==> config.mk <==
export PLATFORM = sky130hd
export DESIGN_NAME = div_seq_n
export DESIGN_NICKNAME = d
export VERILOG_FILES = /design/src/rtl/div_seq_n.sv
export SDC_FILE = /design/constraint.sdc
export NUM_CORES = 1
export LEC_CHECK = 0
export ABC_AREA = 1
export BUFFER_PORTS_ARGS = -buffer_cell sky130_fd_sc_hd__buf_2
export CAP_MARGIN = 20
export CELL_PAD_IN_SITES_DETAIL_PLACEMENT = 2
export CELL_PAD_IN_SITES_GLOBAL_PLACEMENT = 2
export CORE_MARGIN = 2
export CORE_UTILIZATION = 36
export DETAILED_ROUTE_END_ITERATION = 16
export GPL_ROUTABILITY_DRIVEN = 0
export GPL_TIMING_DRIVEN = 0
export PLACE_DENSITY_LB_ADDON = 0.12
export SYNTH_ARGS = -nofsm -noshare
export SYNTH_HDL_FRONTEND = slang
export SYNTH_SLANG_ARGS = --single-unit
==> constraint.sdc <==
create_clock -name clock -period 3.7 [get_ports clock]
set_input_delay 0.74 -clock clock [delete_from_list [all_inputs] [get_ports clock]]
set_output_delay 0.74 -clock clock [all_outputs]
set_load 0.01 [all_outputs]
==> src/rtl/div_seq_n.sv <==
// Multi-cycle restoring divider producing {remainder, quotient} over WIDTH+2 cycles.
// Signed and unsigned modes; division-by-zero and signed overflow are flagged.
module div_seq_n #(
    parameter int WIDTH = 32
) (
    input  logic                 clock,
    input  logic                 clear_n,
    input  logic                 start,
    input  logic                 signed_mode,
    input  logic [WIDTH-1:0]     dividend,
    input  logic [WIDTH-1:0]     divisor,
    output logic                 busy,
    output logic                 done,
    output logic [2*WIDTH-1:0]   result,
    output logic                 div_by_zero,
    output logic                 overflow
);
    // state | meaning
    // IDLE  | waiting for start, operands latched on accept
    // RUN   | one restoring iteration per cycle, MSB first
    // FIX   | sign correction, result and flag load
    // DONE  | done pulse, return to IDLE
    typedef enum logic [1:0] {IDLE, RUN, FIX, DONE} state_t;

    localparam int CW = $clog2(WIDTH);
    localparam logic [CW-1:0]    CNT_INIT = CW'(WIDTH - 1);
    localparam logic [CW-1:0]    CNT_ONE  = CW'(1);
    localparam logic [WIDTH-1:0] ONE      = {{(WIDTH-1){1'b0}}, 1'b1};
    localparam logic [WIDTH-1:0] MIN_VAL  = {1'b1, {(WIDTH-1){1'b0}}};

    state_t           state;
    logic [CW-1:0]    count;
    logic [WIDTH-1:0] a;
    logic [WIDTH-1:0] q;
    logic [WIDTH-1:0] b;
    logic [WIDTH-1:0] dvd_r;
    logic             neg_q;
    logic             neg_r;
    logic             dz_r;
    logic             ovf_r;

    logic [WIDTH:0]   a_sh;
    logic [WIDTH:0]   diff;
    logic [WIDTH-1:0] q_fix;
    logic [WIDTH-1:0] r_fix;

    // The most negative value maps onto itself, read back as an unsigned magnitude.
    function automatic logic [WIDTH-1:0] mag(input logic [WIDTH-1:0] x, input logic s);
        return (s && x[WIDTH-1]) ? (~x + ONE) : x;
    endfunction

    // q doubles as the dividend shift register: its MSB feeds a, quotient bits enter at the LSB.
    assign a_sh  = {a, q[WIDTH-1]};
    assign diff  = a_sh - {1'b0, b};
    assign q_fix = neg_q ? (~q + ONE) : q;
    assign r_fix = neg_r ? (~a + ONE) : a;

    always_ff @(posedge clock or negedge clear_n) begin
        if (!clear_n) begin
            state       <= IDLE;
            count       <= '0;
            a           <= '0;
            q           <= '0;
            b           <= '0;
            dvd_r       <= '0;
            neg_q       <= 1'b0;
            neg_r       <= 1'b0;
            dz_r        <= 1'b0;
            ovf_r       <= 1'b0;
            busy        <= 1'b0;
            done        <= 1'b0;
            result      <= '0;
            div_by_zero <= 1'b0;
            overflow    <= 1'b0;
        end else begin
            done <= 1'b0;
            case (state)
                IDLE: begin
                    if (start) begin
                        busy  <= 1'b1;
                        a     <= '0;
                        q     <= mag(dividend, signed_mode);
                        b     <= mag(divisor, signed_mode);
                        dvd_r <= dividend;
                        neg_q <= signed_mode & (dividend[WIDTH-1] ^ divisor[WIDTH-1]);
                        neg_r <= signed_mode & dividend[WIDTH-1];
                        dz_r  <= (divisor == '0);
                        ovf_r <= signed_mode && (dividend == MIN_VAL) && (divisor == '1);
                        count <= CNT_INIT;
                        state <= (divisor == '0) ? FIX : RUN;
                    end
                end
                RUN: begin
                    if (diff[WIDTH]) begin
                        a <= a_sh[WIDTH-1:0];
                        q <= {q[WIDTH-2:0], 1'b0};
                    end else begin
                        a <= diff[WIDTH-1:0];
                        q <= {q[WIDTH-2:0], 1'b1};
                    end
                    if (count == '0) begin
                        state <= FIX;
                    end else begin
                        count <= count - CNT_ONE;
                    end
                end
                FIX: begin
                    if (dz_r) begin
                        result <= {dvd_r, {WIDTH{1'b1}}};
                    end else begin
                        result <= {r_fix, q_fix};
                    end
                    div_by_zero <= dz_r;
                    overflow    <= ovf_r;
                    busy        <= 1'b0;
                    done        <= 1'b1;
                    state       <= DONE;
                end
                DONE: begin
                    state <= IDLE;
                end
                default: begin
                    state <= IDLE;
                end
            endcase
        end
    end

endmodule

### Yosys cells after proc, flatten, opt, wreduce, memory -nomap -nowiden

Index checks and enable logic that the tools add are counted.

* register bits after elaboration: 207
* input port bits: 68
* output and inout port bits: 68

* add/sub/neg operators: 6
* equality and inequality tests: 8
* muxes and demuxes: 21
* bitwise logic cells: 7
* reductions and logical operators: 14

Operators with widths (count)
* $mux 32: 7
* $add 32x1->32 const B: 4
* $not 32->32: 4
* $pmux 32 s2: 2
* $eq 32x32->1 const B: 2
* $mux 64: 1
* $sub 33x32->33: 1
* $logic_not 32->1: 1
* $mux 5: 2
* $pmux 5 s2: 1
* $pmux 2 s4: 1
* $reduce_and 2->1: 4
* $mux 2: 3
* $ne 2x2->1 const B: 3
* $logic_not 5->1: 1
* $sub 5x1->5 const B: 1
* $eq 2x2->1 const B: 2
* $logic_and 1x1->1: 4
* $reduce_bool 2->1: 2
* $mux 1: 3
* $reduce_and 3->1: 1
* $and 1x1->1: 2
* $eq 2x1->1 const B: 1
* $logic_not 2->1: 1
* other kinds (2): 2

### Logic depth before layout (Yosys ltp)

* word-level depth: 5
* mapped depth: 18
* gate-level depth less buffers: 17

### Worst setup path after synthesis

Ideal clock, no wire load.

* path kind: register to register
* from: register q[31]
* to: register a[27]
* library setup time: 0.115 ns
* arrival: 2.102 ns
* required time: 3.585 ns
* slack: 1.483 ns
* stages on the path, launching flop included: 19
* path buffers: 1
* clock period less this slack: 2.217 ns
* cells stage by stage: dfrtp_1 > inv_1 > ha_1 > fa_1 > inv_1 > nand2_1 > nand2_1 > nand3_1 > nand2_2 > nand2_4 > nand2_4 > nand2_4 > nand2_4 > nand2_4 > nand2_4 > buf_12 > nand2_2 > nand3_2 > nand2_2

* word-level cells in the longest chain between the ends: 3

Ends and longest elaborated chain
* start, declared: RTL line 34 `logic [WIDTH-1:0] q;`
* start signal, assigned: RTL line 82 `q <= mag(dividend, signed_mode);`
* start signal, assigned: RTL line 96 `q <= {q[WIDTH-2:0], 1'b0};`
* start signal, assigned: RTL line 99 `q <= {q[WIDTH-2:0], 1'b1};`
* $sub 33x32->33: RTL line 54 `assign diff = a_sh - {1'b0, b};`
* $mux 32: RTL line 94 `if (diff[WIDTH]) begin`
* $pmux 32 s2: RTL line 77 `case (state)`
* end signal, assigned: RTL line 95 `a <= a_sh[WIDTH-1:0];`
* end signal, assigned: RTL line 98 `a <= diff[WIDTH-1:0];`
* end, declared: RTL line 33 `logic [WIDTH-1:0] a;`

Every way passes these cells.
A chain may end at the register's enable or synchronous reset.

### Worst setup path in the final report

* from: register state[0]
* to: register result[33]

* word-level cells in the longest chain between the ends: 1

Ends and longest elaborated chain
* start, declared: RTL line 31 `state_t state;`
* start signal, assigned: RTL line 90 `state <= (divisor == '0) ? FIX : RUN;`
* $eq 2x2->1: RTL line 77
* end signal, assigned: RTL line 109 `result <= {dvd_r, {WIDTH{1'b1}}};`
* end signal, assigned: RTL line 111 `result <= {r_fix, q_fix};`
* end, declared: RTL line 14 `output logic [2*WIDTH-1:0] result,`

Every way passes these cells.

==> impl_metrics.ini <==
[floorplan]
io_pins = 136
start_util_pct = 36.5
dieWidth_um = 210
die_h_um = 210
core_mm2 = 0.0420
rows = 75
die-area_mm2 = 0.0443

[drt]
viasPerCell = 5.53
wl_per_cell_um = 22.7
route.antenna.remaining_nets = 0
drt-initial-drc-count = 1148
routed_wirelength_um = 69700
drc = 0
dr.pass1.iters = 5
vias = 17000

[synth]
ys_ff_latch = 207
syn-num-nets = 2454
ys_seq_area_share_pct = 33.8
syn_avg_cell_area_um2 = 6.54
synth_cell_type_count = 48
synth-edff-count = 0
syn_inst = 2343
yosys_most_used_dff = dfrtp_1
ys_async_sr_fraction_pct = 100
synthesis.area_mm2 = 0.0153
yosys_warnings = 0

[status]
status = complete, no violations

[global_routing]
grt_max_degree = 118
antenna_found_initial = 3
grt_pass1_wl_um = 107000
grt_pass1_vias = 18200
grt_use_total_pct = 31.6
grt-ovfl-total = 0

[setup_path]
critical_path_class = reg -> reg
required_ns = 4.14
path_max_fanout = 10
end_kind = flip-flop
cp_top_family = buffers and inverters
crit_top_cell = inv_1
worstPathCellList = inv_1, ha_1, buf_2, clkinv_1, nor2_4, clkinvlp_4, a21oi_1, o21ai_0, o221ai_1, inv_1
cp.arrival_ns = 3.69
rr_startpoint = state[0]
start_kind = flip-flop
cpPeakStageDelay_ns = 0.50
critPathLaunch = state[0]
path_buf_inv = 5
cp_slowest_cell = clkinv_1

[sta]
fin_crit_ns = 3.25
hold_viol = 0
worstMarginPinSlew_ns = 1.05
fin_skew_ns = 0.0118
tns_ns = 0
setup_viol = 0
fmax_mhz = 307
fin_crit_sh_pct = 87.9
rsz0062_at_grt = false
max_slew_margin_pct = 29.9
report.final.slew_viol_count = 0

[cts]
numCtsBuffers = 26
cts.sinks = 207
clkLatencyLatePin_ns = 0.55
cts_buffer_depth = 3
cts_tree = done
hold_buffers = 0
h-tree-depth = 1
cts_root_buffer = clkbuf_16
clk_transition_reported_paths_ns = 0.06

[placement]
placed_area_mm2 = 0.0167
dp_hpwl_um = 56000
io_buffers = 135

[finish]
antennaDiodeCount = 0
final_area_mm2 = 0.0176
nets = 2618
areaGrowthSynthToFinish_pct = 15.1
drive_above_1_share_pct = 11.8

[pwr]
p_leak_uw = 0.00935
power.density_mw_per_mm2 = 936
peakVddDrop_mv = 0.445

[flow_run]
cap_viol_max_count = 0

[worst_hold_path]
hp-class = in -> async
==> power breakdown <==
part | total, uW | internal (uW) | switching (uW)
clock | 2770 | 1670 | 1100
sequential | 4010 | 3230 | 779
combinational | 9740 | 2760 | 6980
total | 16500 | 7660 | 8860
==> state kept, by name, indices dropped and copies added, names as in the netlist <==
name / flops
overflow: 1
div_by_zero: 1
b: 32
state: 2
q: 32
neg_q: 1
neg_r: 1
result: 64
done: 1
count: 5
busy: 1
dz_r: 1
ovf_r: 1
dvd_r: 32
a: 32
==> worst paths after layout <==
path / to / slack, ns / cells past startpoint
worst max-delay path: result[33] / 0.45 / 10
worst min-delay path: a[28] / 0.21 / 1
worst min register to register: result[62] / 0.48 / 2
min in group clock: result[62] / 0.48 / 2
worst max register to register: result[33] / 0.45 / 10
max in group asynchronous: result[0] / 2.37 / 2
==> cells by family after synthesis <==
family | synth area share [%]
xor+xnor | 2.57
compound gates | 12.9
fa+ha+maj | 3.56
simple gates | 36.8
buf+inv | 10.3
flops | 33.8
==> synth_stat cells (5+ instances only) <==
cell type	count	area, um^2
nor3_1	25	125
nor4_1	6	37.5
a21oi_1	92	460
o21ai_1	5	25.0
o22ai_1	7	43.8
nand3b_1	18	135
nand2_1	705	2650
o211ai_1	23	173
nand4_1	35	219
o21ai_0	200	1000
clkbuf_1	56	210
inv_1	314	1180
nand3_2	20	200
nand2_2	34	213
ha_1	42	526
dfrtp_1	207	5180
xnor2_1	10	87.6
nand3_1	200	1000
nor2_2	6	37.5
nand2_4	7	78.8
a31oi_1	15	93.8
buf_2	10	50.1
o21bai_1	6	45.0
nor2_1	201	754
inv_2	10	37.5
xor2_1	35	307
or2_2	9	56.3
==> worst register-to-register path: cells and delay by family (launching register included) <==
family | cells | cell delay (ns)
adder cells (fa/ha/maj) | 1 | 0.18
buffers and inverters | 5 | 1.57
AND/OR/NAND/NOR | 1 | 0.48
AO/OA/AOI/OAI | 3 | 0.52
flip-flops | 1 | 0.39
==> placed cells by master, fill, tap and decap left out, types with 4 or more instances in the layout <==
cell / synthesis / final
nand3b_1: 18 / 18
clkbuf_8: 0 / 7
nand3_2: 20 / 20
nand3_1: 200 / 200
o21ai_1: 5 / 5
a31oi_1: 15 / 15
nor4_1: 6 / 6
clkbuf_1: 56 / 58
dfrtp_1: 207 / 207
xnor2_1: 10 / 10
ha_1: 42 / 42
buf_2: 10 / 144
nor2_2: 6 / 5
o211ai_1: 23 / 23
o21ai_0: 200 / 200
o21bai_1: 6 / 6
buf_4: 4 / 4
nand4_1: 35 / 35
or2_2: 9 / 9
and2_1: 4 / 4
nor3_1: 25 / 25
inv_2: 10 / 10
nand2_4: 7 / 7
clkinv_2: 0 / 5
nor2_1: 201 / 201
o22ai_1: 7 / 7
xor2_1: 35 / 35
a21oi_1: 92 / 92
nand2_2: 34 / 34
clkbuf_16: 0 / 27
nand2_1: 705 / 705
inv_1: 314 / 314
clkinvlp_4: 0 / 4
==> cell type report <==
class	instances	area, um^2
fillers	5224	24400
multi-input cells	1732	8580
clock inverters	11	138
repair buffers	136	713
inverters	328	1230
well taps	539	674
flip-flops and latches	207	5180
plain buffers	76	353
clock buffers	36	779
==> metal layers <==
metal  share of wire (%)  wire length [um]  global-route usage [%]  vias up
met1                  47             32700                    44.5     8576
met3                 5.9              4100                    5.62       95
met2                  45             31200                    50.7      439
met5               0.039                27                       0        -
met4                 2.3              1610                    6.97        4
li1                    -                 -                       -     7844
==> per-stage QoR <==
stage,setup slack [ns],utilization [%],std cells,hold slack [ns],total power [uW]
after floorplan,1.48,-,2343,0.444,9780
after global placement,-1.82,39.7,3017,0.458,12900
after detailed placement,0.138,39.8,3018,0.464,13400
after CTS,0.0564,42.0,3065,0.268,16400
after global routing,0.271,42.0,3065,0.288,17700
final,0.447,42.0,3065,0.213,16500
==> repair_timing <==
item | 4_1_cts | 5_1_grt
hold endpoints to repair | 0 | 0
setup endpoints to repair | 0 | 4
resized for setup | 0 | 2
setup buffers | 0 | 0
No activity file was read; power rests on OpenSTA's default activity.
